===== config.mk =====
export PLATFORM = sky130hd
export DESIGN_NAME = multi_pop_fifo
export DESIGN_NICKNAME = d
export VERILOG_FILES = /design/src/rtl/multi_pop_fifo.sv
export SDC_FILE = /design/constraint.sdc
export NUM_CORES = 1
export LEC_CHECK = 0
export CAP_MARGIN = 15
export CORE_ASPECT_RATIO = 1.5
export CORE_UTILIZATION = 57
export CTS_CLUSTER_SIZE = 30
export DETAILED_ROUTE_END_ITERATION = 10
export GPL_ROUTABILITY_DRIVEN = 0
export MAX_ROUTING_LAYER = met4
export PLACE_DENSITY = 0.86
export SYNTH_ARGS = -nofsm -noshare
export SYNTH_HDL_FRONTEND = slang
export SYNTH_SLANG_ARGS = --single-unit

===== constraint.sdc =====
create_clock -name clk -period 4.3 [get_ports clk]
set_input_delay 0.43 -clock clk [delete_from_list [all_inputs] [get_ports clk]]
set_output_delay 0.43 -clock clk [all_outputs]
set_load 0.01 [all_outputs]

===== src/rtl/multi_pop_fifo.sv =====
// ============================================================================
// Module   : multi_pop_fifo
// Summary  : Circular-buffer FIFO with single push and up to WIDTH pops/cycle.
// Revision : 1.0
// ============================================================================
`default_nettype none

module multi_pop_fifo #(
  parameter int DEPTH      = 16,
  parameter int WIDTH      = 4,
  parameter int DATA_WIDTH = 32
) (
  input  logic                          clk,
  input  logic                          rst,
  input  logic                          flush,
  input  logic                          push_valid,
  input  logic [DATA_WIDTH-1:0]         push_data,
  output logic                          push_ready,
  output logic [DATA_WIDTH-1:0]         data_out [0:WIDTH-1],
  output logic [WIDTH-1:0]              data_out_valid,
  input  logic [$clog2(WIDTH):0]        pop_count,
  output logic [$clog2(DEPTH):0]        count,
  output logic                          full,
  output logic                          empty,
  output logic                          pop_err
);

  localparam int AW = $clog2(DEPTH);
  localparam int CW = AW + 1;
  localparam int PW = $clog2(WIDTH) + 1;
  localparam int MW = (CW > PW) ? CW : PW;

  localparam logic [MW-1:0] c_width = MW'(WIDTH);
  localparam logic [CW-1:0] c_depth = CW'(DEPTH);

  logic [DATA_WIDTH-1:0] r_mem [0:DEPTH-1];
  logic [AW-1:0]         r_rptr;
  logic [AW-1:0]         r_wptr;
  logic [CW-1:0]         r_count;
  logic                  r_pop_err;

  logic [MW-1:0]         w_avail;
  logic [MW-1:0]         w_pop_req;
  logic [MW-1:0]         w_ep;
  logic                  w_overrun;
  logic                  w_full;
  logic                  w_push;

  // Entries visible in the read window this cycle: min(count, WIDTH).
  assign w_avail   = (MW'(r_count) < c_width) ? MW'(r_count) : c_width;
  assign w_pop_req = MW'(pop_count);
  assign w_overrun = (w_pop_req > w_avail);
  assign w_ep      = w_overrun ? w_avail : w_pop_req;

  assign w_full = (r_count == c_depth);
  assign w_push = push_valid && !w_full && !flush;

  assign full       = w_full;
  assign empty      = (r_count == '0);
  assign push_ready = !w_full;
  assign count      = r_count;
  assign pop_err    = r_pop_err;

  generate
    for (genvar i = 0; i < WIDTH; i++) begin : g_out
      localparam logic [MW-1:0] c_idx = MW'(i);
      logic [AW-1:0] w_idx;
      assign w_idx             = r_rptr + AW'(i);
      assign data_out[i]       = r_mem[w_idx];
      assign data_out_valid[i] = (c_idx < w_avail);
    end
  endgenerate

  // Storage is deliberately left unreset; occupancy alone qualifies the data.
  always_ff @(posedge clk) begin
    if (w_push) begin
      r_mem[r_wptr] <= push_data;
    end
  end

  always_ff @(posedge clk) begin
    if (!rst) begin
      r_rptr    <= '0;
      r_wptr    <= '0;
      r_count   <= '0;
      r_pop_err <= 1'b0;
    end else if (flush) begin
      r_rptr    <= '0;
      r_wptr    <= '0;
      r_count   <= '0;
      r_pop_err <= 1'b0;
    end else begin
      r_rptr    <= r_rptr + w_ep[AW-1:0];
      r_wptr    <= r_wptr + AW'(w_push);
      r_count   <= r_count + CW'(w_push) - CW'(w_ep);
      r_pop_err <= w_overrun;
    end
  end

endmodule

`default_nettype wire

==> results.ini <==
[finish]
final_cells=2803
drive_gt1_share_pct=28.7
final_util_pct=65.5
nNetsFinal=2123
area_growth_syn_to_layout_pct=13.6

[sta]
worst_pin_slew_ns=1.22
slew_headroom_pct=18.9
setup_viol=0
finalCriticalPeriod_ns=4.29
drv_slew=0
finalCritPeriodShare_pct=99.7
max_freq_ghz=0.233
rsz0062_at_grt=true
timing.final.hold_violations=0
finClkSkew_ns=0.0203

[place]
dpl.hpwl_um=58200
io_buffers=179
dp_cells=2709

[global_route]
antenna_found_initial=4
grt_pass1_wl_um=144000
grt_max_degree=159
overflow=0
grt_pass1_vias=22386
grt_usage_pct=35.3

[yosys]
synth_cell_types=41
synthTopCellsByCount=512 x edfxtp_1, 421 x mux4_2, 258 x mux2i_1, 101 x o22ai_1, 98 x nand2_1
yosys.area.top_type=edfxtp_1
avgSynthCellArea_um2=16.6
synth_edf_count=512
synth.ff_latch_count=526
netlist_area_um2=32100
async_reset_ff_share_pct=0
synth_top_cell_area_share_pct=47.9
ys_warn_count=0
syn_nets=1997
yosys-top-cells-area=edfxtp_1 48%, mux4_2 30%, mux2i_1 8.0%
synth.most_common_cell=edfxtp_1
synth-main-ff-cell=edfxtp_1
seq_area_frac_synth_pct=48.7
synth_cells=1935

[floorplan]
start_util_pct=57.7
num_rows=106
dieArea_um2=57300
dieHeight_um=293
die_w_um=196
io_pins=180
core-area_um2=55700

[worst_setup_path]
critPathKind=reg2out
cp-end-kind=output pin
worst_r2r_path_depth=20
cp_max_fo=19
critical-path-max-stage-delay_ns=0.63
crit_chain=ha_1 -> xnor2_4 -> or3_1 -> buf_4 -> o22ai_1 -> or4_1 -> clkdlybuf4s50_1
worst_ep_arrival_time_ns=3.86
worst_path_max_delay_cell=or4_1
worstPathRequired_ns=3.87
cp-start-kind=flip-flop

[detailed_routing]
drtIter0Drc=3401
vias=22610
ant_nets=0
drt_pass1_iterations=6
via_per_inst=8.07
wl_um=99000
drc=0
wl_per_cell_um=35.3

[pwr]
p_leak_nw=11.2
power_per_cell_area_nw_per_um2=613
vdd_ir_drop_max_mv=0.545

[job]
drv_cap=0

[clocking]
cts_tree=yes
cts_made_buffers=49
cts_buffer_depth=3
worstSkewPairLatency_ns=0.61
clkSlewWorstSetupHoldPaths_ns=0.06
root_buffer=clkbuf_16
numClockSinks=526
h-tree-depth=2
cts_setup_buffers=0

[worst_hold_path]
hp-class=reg2reg
min_path_cells=3

[status]
status=finished clean

[state kept, by name, indices dropped and copies added (netlist names)]
register  cells
pop_err       1
r_mem       512
r_wptr        4
count         5
r_rptr        4
[per-stage QoR]
step	power, W	TNS [ns]	hold slack (ns)	setup WS, ns	instance area (um^2)
global placement	0.0177	0	0.574	0.551	34900
CTS	0.0221	0	0.628	0.00113	36400
finish	0.0224	0	0.627	0.0126	36500
detailed placement	0.0179	0	0.612	0.441	34900
global route	0.0230	-0.0439	0.687	-0.0252	36500
floorplan	0.0134	0	0.529	0.398	32100
[cells by family (layout without fill, tap and decap cells)]
| kind of cell | Yosys count | after routing | share of synthesized area (%) |
|---|---|---|---|
| compound gates | 253 | 253 | 5.20 |
| xor+xnor | 11 | 11 | 0.405 |
| fa+ha+maj | 23 | 23 | 0.943 |
| buf+inv | 194 | 356 | 3.11 |
| flops | 526 | 526 | 48.7 |
| mux | 689 | 689 | 37.9 |
| other cells | 0 | 4 | 0 |
| simple gates | 239 | 239 | 3.70 |
[per-layer routing]
layer / track usage (%) / share of wire (%)
met3: 7.29 / 14
met1: 42.0 / 31
met5: - / 0
met4: 21.9 / 7.4
met2: 55.5 / 48
[power breakdown]
| part | switching, W | internal [W] |
|---|---|---|
| clock | 0.00192 | 0.00225 |
| combinational | 0.00637 | 0.00602 |
| sequential | 0.0000916 | 0.00570 |
[final timing paths]
check / startpoint / endpoint / slack, ns
max: r_rptr[1] / data_out[85] / 0.01
min: r_wptr[1] / r_wptr[3] / 0.63
max reg2reg: count[3] / count[4] / 0.39
min reg2reg: r_wptr[1] / r_wptr[3] / 0.63
[worst max-delay path, delay by kind of cell, from the launching register on]
family                     cells  cell delay [ns]
buffers and inverters          2             0.90
and+or+nand+nor                2             0.87
xor gates and xnor gates       1             0.62
DFF                            1             0.38
adders and majority gates      1             0.32
AOI/OAI and AO/OA              1             0.16
[what timing repair did]
item,4_1_cts,5_1_grt
pin swaps,0,2
endpoints found under the hold margin,0,0
resized for setup,4,15
hold buffers,0,0
endpoints found under the setup margin,3,31
gates cloned,0,3
[layout make-up]
cell class / count / area (um^2)
Antenna cell: 4 / 10.0
Clock buffer: 58 / 1280
Clock inverter: 29 / 214
Fill cell: 3614 / 19200
Inverter: 18 / 67.6
Multi-Input combinational cell: 1215 / 15600
Sequential cell: 526 / 15700
Tap cell: 702 / 878
Timing Repair Buffer: 251 / 2740
[cell usage in the layout (no fill, tap or decap), drive strengths merged, types with 21 or more instances in the layout]
cell           Yosys  routed
clkinv             0      24
ha                21      21
clkbuf            42      61
edfxtp           512     512
mux2i            258     258
a21oi             39      39
a211oi            26      26
nand2             98      98
or4               25      25
and2              37      37
mux4             421     421
clkdlybuf4s50      0     179
buf              134      69
nor2              27      27
a22oi             63      63
o22ai            101     101
No activity file was read; power rests on OpenSTA's default activity.
